## config.mk

```make
export PLATFORM = sky130hd
export DESIGN_NAME = wb_rr_arbiter_flat
export DESIGN_NICKNAME = d
export VERILOG_FILES = /design/src/rtl/wb_rr_arbiter_if.sv /design/src/rtl/wb_rr_arbiter.sv /design/src/flat_wrapper.sv
export SDC_FILE = /design/constraint.sdc
export NUM_CORES = 1
export LEC_CHECK = 0
export BUFFER_PORTS_ARGS = -buffer_cell sky130_fd_sc_hd__buf_2
export CORE_AREA = 2 2 179 181
export DETAILED_ROUTE_END_ITERATION = 7
export DIE_AREA = 0 0 181 183
export PLACE_DENSITY = 0.44
export SLEW_MARGIN = 15
export SYNTH_ARGS = -nofsm -noshare
export SYNTH_HDL_FRONTEND = slang
export SYNTH_SLANG_ARGS = --single-unit
```

## constraint.sdc

```tcl
create_clock -name wb_clk_i -period 2 [get_ports wb_clk_i]
set_clock_uncertainty 0.15 [all_clocks]
set_input_delay 0.1 -clock wb_clk_i [delete_from_list [all_inputs] [get_ports wb_clk_i]]
set_output_delay 0.1 -clock wb_clk_i [all_outputs]
set_load 0.1 [all_outputs]
```

## src/rtl/wb_rr_arbiter_if.sv

```systemverilog
// Shared Wibone bus bundle: packed per-master request slices plus the single slave port.
// Modport master is the arbiter's view (it masters the slave); slave is the surrounding fabric's view.
interface wb_rr_arbiter_if #(
   parameter int NUM_MASTERS = 4,
   parameter int aw          = 32,
   parameter int dw          = 32
);
   logic [NUM_MASTERS*aw-1:0]     wbm_adr_i;
   logic [NUM_MASTERS*dw-1:0]     wbm_dat_i;
   logic [NUM_MASTERS*(dw/8)-1:0] wbm_sel_i;
   logic [NUM_MASTERS-1:0]        wbm_we_i;
   logic [NUM_MASTERS-1:0]        wbm_cyc_i;
   logic [NUM_MASTERS-1:0]        wbm_stb_i;
   logic [NUM_MASTERS*3-1:0]      wbm_cti_i;
   logic [NUM_MASTERS*2-1:0]      wbm_bte_i;
   logic [dw-1:0]                 wbm_dat_o;
   logic [NUM_MASTERS-1:0]        wbm_ack_o;
   logic [NUM_MASTERS-1:0]        wbm_err_o;
   logic [NUM_MASTERS-1:0]        wbm_rty_o;

   logic [aw-1:0]                 wbs_adr_o;
   logic [dw-1:0]                 wbs_dat_o;
   logic [dw/8-1:0]               wbs_sel_o;
   logic                          wbs_we_o;
   logic                          wbs_cyc_o;
   logic                          wbs_stb_o;
   logic [2:0]                    wbs_cti_o;
   logic [1:0]                    wbs_bte_o;
   logic [dw-1:0]                 wbs_dat_i;
   logic                          wbs_ack_i;
   logic                          wbs_err_i;
   logic                          wbs_rty_i;

   modport master (
      input  wbm_adr_i, wbm_dat_i, wbm_sel_i, wbm_we_i, wbm_cyc_i, wbm_stb_i, wbm_cti_i, wbm_bte_i,
      output wbm_dat_o, wbm_ack_o, wbm_err_o, wbm_rty_o,
      output wbs_adr_o, wbs_dat_o, wbs_sel_o, wbs_we_o, wbs_cyc_o, wbs_stb_o, wbs_cti_o, wbs_bte_o,
      input  wbs_dat_i, wbs_ack_i, wbs_err_i, wbs_rty_i
   );

   modport slave (
      output wbm_adr_i, wbm_dat_i, wbm_sel_i, wbm_we_i, wbm_cyc_i, wbm_stb_i, wbm_cti_i, wbm_bte_i,
      input  wbm_dat_o, wbm_ack_o, wbm_err_o, wbm_rty_o,
      input  wbs_adr_o, wbs_dat_o, wbs_sel_o, wbs_we_o, wbs_cyc_o, wbs_stb_o, wbs_cti_o, wbs_bte_o,
      output wbs_dat_i, wbs_ack_i, wbs_err_i, wbs_rty_i
   );
endinterface

```

## src/rtl/wb_rr_arbiter.sv

```systemverilog
// Round-robin Wishbone N:1 arbiter; 1-cycle arbitration, then combinational pass-through; owner holds the bus until cyc drops.
// Backpressure is the slave's ack/err/rty; optional stall watchdog under WB_ARB_TIMEOUT_EN (err + stb drop after TIMEOUT stalls).
module wb_rr_arbiter #(
   parameter int NUM_MASTERS = 4,
   parameter int aw          = 32,
   parameter int dw          = 32,
   parameter int TIMEOUT     = 255
) (
   input  logic                   wb_clk_i,
   input  logic                   wb_rst_i,
   wb_rr_arbiter_if.master        bus,
   output logic [NUM_MASTERS-1:0] grant_o
);
   localparam int OW = (NUM_MASTERS > 1) ? $clog2(NUM_MASTERS) : 1;
   localparam int SW = dw / 8;

   typedef enum logic {IDLE, BUSY} state_t;

   state_t        state_q, state_d;
   logic [OW-1:0] owner_q, owner_d;
   logic [OW-1:0] last_q, last_d;
   logic          owner_stb;
   logic          timeout_hit;

   always_ff @(posedge wb_clk_i or negedge wb_rst_i) begin
      if (!wb_rst_i) begin
         state_q <= IDLE;
         owner_q <= '0;
         last_q  <= OW'(NUM_MASTERS - 1);
      end else begin
         state_q <= state_d;
         owner_q <= owner_d;
         last_q  <= last_d;
      end
   end

   always_comb begin
      int idx;
      state_d = state_q;
      owner_d = owner_q;
      last_d  = last_q;
      idx     = 0;
      case (state_q)
         IDLE: begin
            if (|bus.wbm_cyc_i) begin
               state_d = BUSY;
               // Scan farthest-first so the nearest requester after last_q wins.
               for (int i = NUM_MASTERS; i >= 1; i--) begin
                  idx = (int'(last_q) + i) % NUM_MASTERS;
                  if (bus.wbm_cyc_i[OW'(idx)])
                     owner_d = OW'(idx);
               end
            end
         end
         BUSY: begin
            if (!bus.wbm_cyc_i[owner_q]) begin
               state_d = IDLE;
               last_d  = owner_q;
            end
         end
         default: state_d = IDLE;
      endcase
   end

   always_comb begin
      grant_o       = '0;
      owner_stb     = 1'b0;
      bus.wbs_adr_o = '0;
      bus.wbs_dat_o = '0;
      bus.wbs_sel_o = '0;
      bus.wbs_we_o  = 1'b0;
      bus.wbs_cyc_o = 1'b0;
      bus.wbs_cti_o = '0;
      bus.wbs_bte_o = '0;
      if (state_q == BUSY) begin
         grant_o[owner_q] = 1'b1;
         bus.wbs_adr_o    = bus.wbm_adr_i[int'(owner_q)*aw +: aw];
         bus.wbs_dat_o    = bus.wbm_dat_i[int'(owner_q)*dw +: dw];
         bus.wbs_sel_o    = bus.wbm_sel_i[int'(owner_q)*SW +: SW];
         bus.wbs_we_o     = bus.wbm_we_i[owner_q];
         bus.wbs_cyc_o    = bus.wbm_cyc_i[owner_q];
         bus.wbs_cti_o    = bus.wbm_cti_i[int'(owner_q)*3 +: 3];
         bus.wbs_bte_o    = bus.wbm_bte_i[int'(owner_q)*2 +: 2];
         owner_stb        = bus.wbm_stb_i[owner_q];
      end
      bus.wbs_stb_o = owner_stb & ~timeout_hit;
   end

`ifdef WB_ARB_TIMEOUT_EN
   localparam int CW = $clog2(TIMEOUT + 1);
   logic [CW-1:0] wd_cnt_q;
   logic          term;

   assign term        = bus.wbs_ack_i | bus.wbs_err_i | bus.wbs_rty_i;
   assign timeout_hit = (state_q == BUSY) && (wd_cnt_q == CW'(TIMEOUT));

   always_ff @(posedge wb_clk_i or negedge wb_rst_i) begin
      if (!wb_rst_i)
         wd_cnt_q <= '0;
      else if (state_q != BUSY || term || timeout_hit)
         wd_cnt_q <= '0;
      else if (owner_stb)
         wd_cnt_q <= wd_cnt_q + 1'b1;
   end
`else
   assign timeout_hit = 1'b0;
`endif

   assign bus.wbm_dat_o = bus.wbs_dat_i;
   assign bus.wbm_ack_o = grant_o & {NUM_MASTERS{bus.wbs_ack_i}};
   assign bus.wbm_err_o = grant_o & {NUM_MASTERS{bus.wbs_err_i | timeout_hit}};
   assign bus.wbm_rty_o = grant_o & {NUM_MASTERS{bus.wbs_rty_i}};
endmodule

```

## src/flat_wrapper.sv

```systemverilog
// flat-port wrapper written by rule: the top's interface ports become plain ports
module wb_rr_arbiter_flat 
#(
   parameter int NUM_MASTERS = 4,
   parameter int aw          = 32,
   parameter int dw          = 32,
   parameter int TIMEOUT     = 255
)
  (wb_clk_i, wb_rst_i, grant_o, bus_wbm_adr_i, bus_wbm_dat_i, bus_wbm_sel_i, bus_wbm_we_i, bus_wbm_cyc_i, bus_wbm_stb_i, bus_wbm_cti_i, bus_wbm_bte_i, bus_wbm_dat_o, bus_wbm_ack_o, bus_wbm_err_o, bus_wbm_rty_o, bus_wbs_adr_o, bus_wbs_dat_o, bus_wbs_sel_o, bus_wbs_we_o, bus_wbs_cyc_o, bus_wbs_stb_o, bus_wbs_cti_o, bus_wbs_bte_o, bus_wbs_dat_i, bus_wbs_ack_i, bus_wbs_err_i, bus_wbs_rty_i);
  wb_rr_arbiter_if #(.NUM_MASTERS(NUM_MASTERS), .aw(aw), .dw(dw)) bus_i ();
  input  logic wb_clk_i;
  input  logic wb_rst_i;
  output logic [NUM_MASTERS-1:0] grant_o;
  input wire logic [$bits(bus_i.wbm_adr_i)-1:0] bus_wbm_adr_i;
  input wire logic [$bits(bus_i.wbm_dat_i)-1:0] bus_wbm_dat_i;
  input wire logic [$bits(bus_i.wbm_sel_i)-1:0] bus_wbm_sel_i;
  input wire logic [$bits(bus_i.wbm_we_i)-1:0] bus_wbm_we_i;
  input wire logic [$bits(bus_i.wbm_cyc_i)-1:0] bus_wbm_cyc_i;
  input wire logic [$bits(bus_i.wbm_stb_i)-1:0] bus_wbm_stb_i;
  input wire logic [$bits(bus_i.wbm_cti_i)-1:0] bus_wbm_cti_i;
  input wire logic [$bits(bus_i.wbm_bte_i)-1:0] bus_wbm_bte_i;
  output wire logic [$bits(bus_i.wbm_dat_o)-1:0] bus_wbm_dat_o;
  output wire logic [$bits(bus_i.wbm_ack_o)-1:0] bus_wbm_ack_o;
  output wire logic [$bits(bus_i.wbm_err_o)-1:0] bus_wbm_err_o;
  output wire logic [$bits(bus_i.wbm_rty_o)-1:0] bus_wbm_rty_o;
  output wire logic [$bits(bus_i.wbs_adr_o)-1:0] bus_wbs_adr_o;
  output wire logic [$bits(bus_i.wbs_dat_o)-1:0] bus_wbs_dat_o;
  output wire logic [$bits(bus_i.wbs_sel_o)-1:0] bus_wbs_sel_o;
  output wire logic [$bits(bus_i.wbs_we_o)-1:0] bus_wbs_we_o;
  output wire logic [$bits(bus_i.wbs_cyc_o)-1:0] bus_wbs_cyc_o;
  output wire logic [$bits(bus_i.wbs_stb_o)-1:0] bus_wbs_stb_o;
  output wire logic [$bits(bus_i.wbs_cti_o)-1:0] bus_wbs_cti_o;
  output wire logic [$bits(bus_i.wbs_bte_o)-1:0] bus_wbs_bte_o;
  input wire logic [$bits(bus_i.wbs_dat_i)-1:0] bus_wbs_dat_i;
  input wire logic [$bits(bus_i.wbs_ack_i)-1:0] bus_wbs_ack_i;
  input wire logic [$bits(bus_i.wbs_err_i)-1:0] bus_wbs_err_i;
  input wire logic [$bits(bus_i.wbs_rty_i)-1:0] bus_wbs_rty_i;
  assign bus_i.wbm_adr_i = bus_wbm_adr_i;
  assign bus_i.wbm_dat_i = bus_wbm_dat_i;
  assign bus_i.wbm_sel_i = bus_wbm_sel_i;
  assign bus_i.wbm_we_i = bus_wbm_we_i;
  assign bus_i.wbm_cyc_i = bus_wbm_cyc_i;
  assign bus_i.wbm_stb_i = bus_wbm_stb_i;
  assign bus_i.wbm_cti_i = bus_wbm_cti_i;
  assign bus_i.wbm_bte_i = bus_wbm_bte_i;
  assign bus_wbm_dat_o = bus_i.wbm_dat_o;
  assign bus_wbm_ack_o = bus_i.wbm_ack_o;
  assign bus_wbm_err_o = bus_i.wbm_err_o;
  assign bus_wbm_rty_o = bus_i.wbm_rty_o;
  assign bus_wbs_adr_o = bus_i.wbs_adr_o;
  assign bus_wbs_dat_o = bus_i.wbs_dat_o;
  assign bus_wbs_sel_o = bus_i.wbs_sel_o;
  assign bus_wbs_we_o = bus_i.wbs_we_o;
  assign bus_wbs_cyc_o = bus_i.wbs_cyc_o;
  assign bus_wbs_stb_o = bus_i.wbs_stb_o;
  assign bus_wbs_cti_o = bus_i.wbs_cti_o;
  assign bus_wbs_bte_o = bus_i.wbs_bte_o;
  assign bus_i.wbs_dat_i = bus_wbs_dat_i;
  assign bus_i.wbs_ack_i = bus_wbs_ack_i;
  assign bus_i.wbs_err_i = bus_wbs_err_i;
  assign bus_i.wbs_rty_i = bus_wbs_rty_i;
  wb_rr_arbiter #(.NUM_MASTERS(NUM_MASTERS), .aw(aw), .dw(dw), .TIMEOUT(TIMEOUT)) u_core (.wb_clk_i(wb_clk_i), .wb_rst_i(wb_rst_i), .bus(bus_i), .grant_o(grant_o));
endmodule
```

# Word level (Yosys, flattened, before mapping)
# Cells that the tools add are included.
# Widths: inputs -> output; s select.
# word_totals
register_bits,5
latch_bits,0
mem_bits_rw,0
mem_bits_ro,0
output_inout_bits,124
mem_count,0
# classes
add_sub_neg,4
n_mul,1
n_div,0
order_cmp,6
n_eq_ne,0
n_shift,5
muxes,36
bitwise_logic,5
reduce_logical,5
# op_table
op,count
$shiftx 128x8->32,2
$mux 32,2
$shiftx 12x32->3,1
$mux 1,17
$lt 2x4->1 const B,4
$shiftx 16x5->4,1
$bmux 1 s2,7
$and 4x4->4,3
$mux 2,5
$mux 4,2
$shiftx 8x4->2,1
$add 2x1->2 const B,2
$add 2x2->2 const B,2
$mul 2x2->4 const B,1
$reduce_bool 4->1,1
$reduce_or 4->1,1
$lt 2x3->1 const B,1
$mux 3,1
$reduce_and 3->1,1
$demux 1 s2,1
$ge 2x1->1 const B,1
$not 1->1,2
$pmux 1 s2,1
$reduce_and 2->1,1
$logic_and 1x1->1,1

# Longest topological paths before layout
# Gate-level depths: netlist of the first run.
# logic_depth
depth_word,8
ltp_mapped,6
ltp_nobuf,3

# Worst setup path after synthesis of the first run
# Ideal clock, no wire load.
# synth_path
path_kind,reg2out
startpoint,register u_core.owner_q[1]
endpoint,output bus_wbm_ack_o[0]
t_arrival_ns,2.962
t_required_ns,1.750
path_slack_ns,-1.212
path_stages_with_launch,6
path_cell_list,dfrtp_1 buf_6 buf_4 buf_2 nor3_2 and2_1
# synth_between
elab_chain_len,6
# synth_lines
element,line_no,source
from (decl),wb_rr_arbiter.sv:20,"logic [OW-1:0] owner_q, owner_d;"
from (signal assigned),wb_rr_arbiter.sv:32,owner_q <= owner_d;
$lt 2x3->1 (not written as such) / $ge 2x1->1 (equally long branches),wb_rr_arbiter.sv:76,grant_o[owner_q] = 1'b1;
$logic_and 1x1->1 (not written as such),wb_rr_arbiter.sv:76,
$mux 1 (not written as such),wb_rr_arbiter.sv:76,
$demux 1 s2 *,-,
$mux 4 *,wb_rr_arbiter.sv:75,if (state_q == BUSY) begin
via grant_o[0],flat_wrapper.sv:13,output logic [NUM_MASTERS-1:0] grant_o;
$and 4x4->4 *,wb_rr_arbiter.sv:110,assign bus.wbm_ack_o = grant_o & {NUM_MASTERS{bus.wbs_ack_i}};
to (decl),flat_wrapper.sv:23,output wire logic [$bits(bus_i.wbm_ack_o)-1:0] bus_wbm_ack_o;
# The timed path passes the listed nets; every way through them passes the cells marked *.

# Worst setup path after layout of the first run
# layout_path
startpoint,register u_core.owner_q[0]
endpoint,output bus_wbs_dat_o[3]
# layout_between
elab_chain_len,2
# layout_lines
element,line_no,source
$shiftx 128x8->32,wb_rr_arbiter.sv:78,bus.wbs_dat_o = bus.wbm_dat_i[int'(owner_q)*dw +: dw];
$mux 32,wb_rr_arbiter.sv:75,
to (decl),flat_wrapper.sv:27,output wire logic [$bits(bus_i.wbs_dat_o)-1:0] bus_wbs_dat_o;
# Every way passes these cells.

==> results of run 1 <==
-- sequential cells by signal (all words and copies together) (netlist names) --
| register | count |
|---|---|
| u_core.last_q | 2 |
| u_core.state_q | 1 |
| u_core.owner_q | 2 |
-- stage by stage --
stage                     area, um^2  hold WS (ns)  cells  worst slack (ns)   util
after global routing            6640        0.0501   1045            -0.183  0.213
after global placement          5690        -0.212   1027            0.0220  0.182
after floorplan                 3160        -0.346    263            -0.337      -
final                           6640        0.0500   1045            -0.165  0.213
after detailed placement        5690        -0.220   1027           -0.0109  0.182
after CTS                       6400        0.0507   1039            -0.185  0.205
-- synthesized netlist by cell type (2+ instances only) --
cell / n / share of area
buf_12: 7 / 0.045
a21oi_1: 2 / 0.0032
and3_1: 5 / 0.010
buf_4: 33 / 0.080
nor2_1: 2 / 0.0024
dfrtp_1: 3 / 0.024
dfstp_2: 2 / 0.017
nor3_2: 2 / 0.0065
buf_6: 3 / 0.011
and2_1: 84 / 0.17
mux2_2: 2 / 0.0073
clkbuf_1: 8 / 0.0097
mux4_2: 76 / 0.55
nand2_1: 4 / 0.0048
o21ai_0: 2 / 0.0032
inv_1: 4 / 0.0048
nor3_1: 2 / 0.0032
buf_2: 8 / 0.013
-- area by class of cell --
| type | instances | area share |
|---|---|---|
| well taps | 402 | 0.0758 |
| repair buffers | 436 | 0.507 |
| flip-flops and latches | 5 | 0.0205 |
| inverters | 4 | 0.00226 |
| clock buffers | 4 | 0.0119 |
| multi-input cells | 194 | 0.383 |
-- metal layers --
metal	GRT usage	share of wire
met4	0.0133	0.0086
met2	0.165	0.50
met3	0.0342	0.086
met5	0	0.0014
met1	0.126	0.41
-- cell families (layout without fill, tap and decap cells) --
group / after synthesis / count (layout)
and+or+nand+nor: 105 / 105
AOI/OAI and AO/OA: 9 / 9
DFF: 5 / 5
buffers and inverters: 64 / 444
muxes: 80 / 80
-- cells in the final DEF, fill, tap and decap left out, types with 2 or more instances in the layout --
cell type  instances
buf_12            40
buf_2            308
o21ai_0            2
and2_1            60
clkbuf_16          5
mux4_2            76
dfstp_2            2
inv_1              3
and3_1             4
mux2_2             2
buf_8              2
buf_6             61
a21oi_1            2
buf_4             18
dfrtp_4            2
nor3_4             2
nand2_1            3
buf_16             4
nor3_1             2
nor2_1             2
and2_4            24
-- timing repair --
| action | in CTS | in global routing |
|---|---|---|
| hold buffers | 1 | 0 |
| endpoints found under the setup margin | 78 | 85 |
| pin swaps | 0 | 1 |
| cloned | 3 | 2 |
| endpoints found under the hold margin | 5 | 0 |
| setup buffers | 4 | 4 |
| gates resized for setup | 161 | 43 |
-- how the worst min path moves through the flow --
stage / slack (ns) / depth (start not counted) / startpoint / to
2_1_floorplan: -0.35 / 0 / wb_rst_i / u_core.owner_q[0]
3_3_place_gp: -0.21 / 1 / wb_rst_i / u_core.owner_q[1]
3_5_place_dp: -0.22 / 1 / wb_rst_i / u_core.owner_q[1]
4_1_cts: 0.05 / 0 / bus_wbs_dat_i[10] / bus_wbm_dat_o[10]
5_1_grt: 0.05 / 0 / bus_wbs_dat_i[16] / bus_wbm_dat_o[16]
6_report: 0.05 / 0 / bus_wbs_dat_i[21] / bus_wbm_dat_o[21]
==> key figures, run 1 <==
Die
  – Starting Density: 0.0994
  – Die X: 181 um
  – Die height: 183 um
  – DIE AREA: 33,100 um^2
  – I/O pin cnt: 465
  – Core Footprint: 31,200 um^2
  – FP Rows: 65

Synth
  – Unique masters post-synth: 32
  – Number of flops mapped to enable cells by yosys: 0
  – #FFs+latches synth: 5
  – Sequential element share of the synthesized area: 0.0411
  – YS warnings: 0
  – Syn_area_per_cell: 11.8 um^2
  – Main combinational cell family by area after synthesis: multiplexers
  – Post-synthesis adder-cell area fraction: 0
  – Post-synthesis compound-gate area fraction: 0.0181
  – Top_reg_cell synth: dfrtp_1
  – Mapped Nets: 604
  – XOR/XNOR Fraction of Synth Area: 0
  – Post-synthesis mux area share: 0.567
  – Simple-gate area share of the yosys netlist: 0.209
  – Async SR Flop Fraction: 1.00
  – Synth Cell Area: 3100 um^2
  – Cells after synthesis: 263

Routing
  – Initial DRC count: 118
  – DR WL/cell: 17.2 um
  – TritonRoute pass-1 iters: 4
  – Post-route ant nets: 0
  – Via density: 3.71
  – Residual DRC: 0
  – Via count: 3,880
  – Total Routed Length: 18,000 um

Worst setup path
  – Worst-path cell chain: buf_12 -> buf_4 -> mux4_2 -> and2_1 -> buf_6
  – Worst Path Arrival: 1.91 ns
  – CP top delay family: multiplexers
  – Crit Path Category: flip-flop to primary output
  – R2R Path End: u_core.last_q[1]
  – Reg2Reg Setup Slack: 0.09 ns
  – R2R depth: 6
  – Setup crit end kind: primary output
  – Worst r2r src: u_core.owner_q[0]
  – WP depth: 5
  – Max stage delay cell, worst path: mux4_2
  – CP Max Fanout: 14
  – CP startpoint: u_core.owner_q[0]
  – Critical path's largest stage delay: 0.52 ns
  – CP required: 1.75 ns
  – CP endpoint: bus_wbs_dat_o[3]
  – CP Launch Type: flip-flop
  – CP Buf/Inv Count: 3

Global routing
  – Global route total overflow: 0
  – Tot GR Track Use: 0.0986
  – Pin count of the biggest net entering global routing: 46
  – First-pass GRT wire length: 25,200 um
  – Vias in the first global route: 4,130
  – Initial antenna violation count: 2

Timing
  – Slew @ Worst Pin: 0.414 ns
  – Final setup violation count: 75
  – Tmin final: 2.16 ns
  – RSZ-0062 raised after global routing: true
  – Relative slew slack: 0.721
  – Max frequency: 0.462 GHz
  – PnR worst setup slack: -0.165 ns
  – Crit share post-route: 1.08
  – Pins Over Slew Limit: 0
  – Setup TNS Final: -5.95 ns
  – Hold Vio Cnt, Final: 0

Placed design
  – Routability cong.: 0.831
  – Port bufs: 400
  – Post-detail-place hpwl: 14,800 um

Clock network
  – Worst-case clock buffer depth: 2
  – CTS buffer count: 3
  – Htree depth: 1
  – Root Driver: clkbuf_16
  – Clock-pin slew on the worst setup and hold paths: 0.03 ns
  – Sink Count: 5
  – Clk Latency, worst-skew pair: 0.23 ns
  – CTS tree: yes

Hold path
  – Worst Hold Class: primary input to primary output

Final layout
  – Filler cell count: 3,451
  – Layout cells sized above 1: 0.860
  – ANT cells: 0
  – Layout Nets: 985
  – Area occupied by registers: 136 um^2
  – Synth-to-Final Area Change: 114%
  – Multi-input gate area: 2540 um^2

Run status
  – Violated checks: setup timing
  – Status: complete, but fails checks

Run
  – Max cap viols: 0
Power of run 1 is not shown: default switching activity piles up to over one toggle a cycle in this logic, so the estimate is an artifact.
==> run 2: changes to the inputs <==
==> constraint.sdc (replaced) <==
create_clock -name wb_clk_i -period 2 [get_ports wb_clk_i]
set_clock_uncertainty 0.15 [all_clocks]
set_input_delay 0.2 -clock wb_clk_i [delete_from_list [all_inputs] [get_ports wb_clk_i]]
set_output_delay 0.2 -clock wb_clk_i [all_outputs]
set_load 0.1 [all_outputs]
==> run 2 against run 1 <==
  * The run still ends with setup timing left
  * Setup slack got worse by 0.087 ns
  * Register-to-register slack is essentially flat
  * Global-route usage up 0.14 points
  * Flip-flop and latch count stayed put
  * Count of clock-buffer cells in the layout unchanged
  * Fmax fell by 3.9%
  * Final area rose by 9.2%
  * First-iteration DRC count increased by 4.2%
  * Critical path depth is 1 higher
  * Via count rose by 0.64%
  * Worst hold slack gained 0.11 ns
  * Critical endpoint is now bus_wbs_adr_o[29]
==> key figures, run 2 (same netlist as run 1, synthesis figures left out) <==
Placed design
  – Area of placed instances: 5820 um^2
  – Post-detail-place hpwl: 15,100 um
  – Routability cong.: 0.862
  – Port bufs: 400

Worst setup path
  – Setup crit end kind: primary output
  – R2R Path End: u_core.state_q
  – Worst Path Arrival: 1.90 ns
  – Reg2Reg Setup Slack: 0.08 ns
  – R2R depth: 9
  – Worst r2r src: u_core.owner_q[0]
  – CP Launch Type: flip-flop
  – CP required: 1.65 ns
  – CP Max Fanout: 7
  – Crit Path Category: flip-flop to primary output

Hold path
  – Hold worst-path end: u_core.owner_q[0]
  – Hold path cells: 3
  – Worst Hold Class: primary input to flip-flop
  – Hold Crit Start: bus_wbm_cyc_i[3]

Final layout
  – Final Util: 0.232
  – Top flop regs: u_core.last_q (2), u_core.owner_q (2), u_core.state_q (1)
  – Layout cells sized above 1: 0.960
  – Post-route cell area: 7250 um^2
  – Most frequent cells in the layout: buf_2 (308), mux4_2 (76), buf_12 (75)
  – Most common cell after layout, fill and taps aside: buf_2
  – Synth-to-Final Area Change: 134%
  – Layout Nets: 995

Routing
  – DR WL/cell: 17.0 um
  – Total Routed Length: 18,000 um
  – Post-route ant nets: 0
  – Via density: 3.70
  – Initial DRC count: 123
  – Residual DRC: 0
  – Via count: 3,905
  – TritonRoute pass-1 iters: 5

Timing
  – Relative slew slack: 0.702
  – PnR worst setup slack: -0.252 ns
  – Final setup violation count: 80
  – Slew @ Worst Pin: 0.443 ns
  – Crit share post-route: 1.13
  – Max frequency: 0.444 GHz
  – Tmin final: 2.25 ns
  – RSZ-0062 raised after global routing: true
  – Hold Vio Cnt, Final: 0
  – Pins Over Slew Limit: 0

Clock network
  – Htree depth: 1
  – CTS tree: yes
  – Clk Latency, worst-skew pair: 0.22 ns
  – Clock-pin slew on the worst setup and hold paths: 0.03 ns
  – Worst-case clock buffer depth: 2
  – Root Driver: clkbuf_16
  – Sink Count: 5
  – CTS buffer count: 3

Die
  – DIE AREA: 33,100 um^2
  – I/O pin cnt: 465
  – Die height: 183 um
  – Core Footprint: 31,200 um^2
  – Die X: 181 um
  – FP Rows: 65
  – Starting Density: 0.0994

Run
  – Max cap viols: 0

Global routing
  – Tot GR Track Use: 0.100
  – Global route total overflow: 0
  – First-pass GRT wire length: 25,700 um
  – Pin count of the biggest net entering global routing: 45
  – Initial antenna violation count: 4
  – Vias in the first global route: 4,223

Run status
  – Violated checks: setup timing
  – Status: complete, but fails checks
==> run 2: cell count changes in the layout (fill, tap and decap cells not counted), moves of 29 or more <==
cell / change
buf_12: +35
and2_2: +29
buf_6: -50
and2_1: -60
buf_8: +29
and2_4: +31
==> run 2: layer usage <==
metal / vias to the layer above / part of all wire / GRT usage / routed length, um
met5: - / 0.0023 / 0 / 41
met4: 6 / 0.0087 / 0.0133 / 157
met3: 16 / 0.085 / 0.0284 / 1520
met2: 203 / 0.52 / 0.178 / 9310
met1: 1910 / 0.39 / 0.123 / 6930
li1: 1770 / - / - / -
==> run 2: how the worst max path moves through the flow <==
stage | from | endpoint | slack, ns
finish | u_core.owner_q[0] | bus_wbs_adr_o[29] | -0.25
detailed placement | u_core.owner_q[0] | bus_wbs_adr_o[31] | -0.16
global route | u_core.owner_q[0] | bus_wbs_dat_o[13] | -0.31
global placement | u_core.owner_q[0] | bus_wbs_adr_o[31] | -0.14
floorplan | u_core.owner_q[1] | bus_wbm_ack_o[0] | -0.44
CTS | u_core.owner_q[0] | bus_wbs_adr_o[8] | -0.29
==> run 2: final cells by class <==
| type | count | area (um^2) |
|---|---|---|
| fill | 3389 | 24000 |
| sequential | 5 | 136 |
| timing repair buffer | 446 | 3830 |
| tap | 402 | 503 |
| inverter | 4 | 22.5 |
| multi-input combinational | 194 | 2670 |
| clock buffer | 4 | 78.8 |
| antenna | 1 | 2.50 |
==> run 2: what timing repair did <==
| action | in CTS | in global routing |
|---|---|---|
| cloned | 1 | 1 |
| resized for setup | 313 | 35 |
| hold buffers | 1 | 0 |
| setup endpoints to repair | 78 | 87 |
| endpoints found under the hold margin | 5 | 0 |
| pin swaps | 19 | 7 |
| buffers inserted | 18 | 4 |
==> run 2: worst max-delay path, cell delays in order (launching register included) <==
cell,delay (ns)
dfrtp_4,0.51
buf_12,0.17
buf_12,0.13
buf_8,0.12
mux4_2,0.41
and2_4,0.18
buf_12,0.16
==> run 2: metrics by stage <==
stage	TNS [ns]	setup WS, ns	hold WS [ns]	std cells
after detailed placement	-6.20	-0.158	-0.123	1032
final	-14.95	-0.252	0.163	1056
after CTS	-16.82	-0.288	0.156	1054
after global routing	-18.81	-0.313	0.176	1056
after global placement	-5.76	-0.145	-0.125	1032
after floorplan	-2.54	-0.437	-0.246	263
Power of run 2 is left out for the same reason.
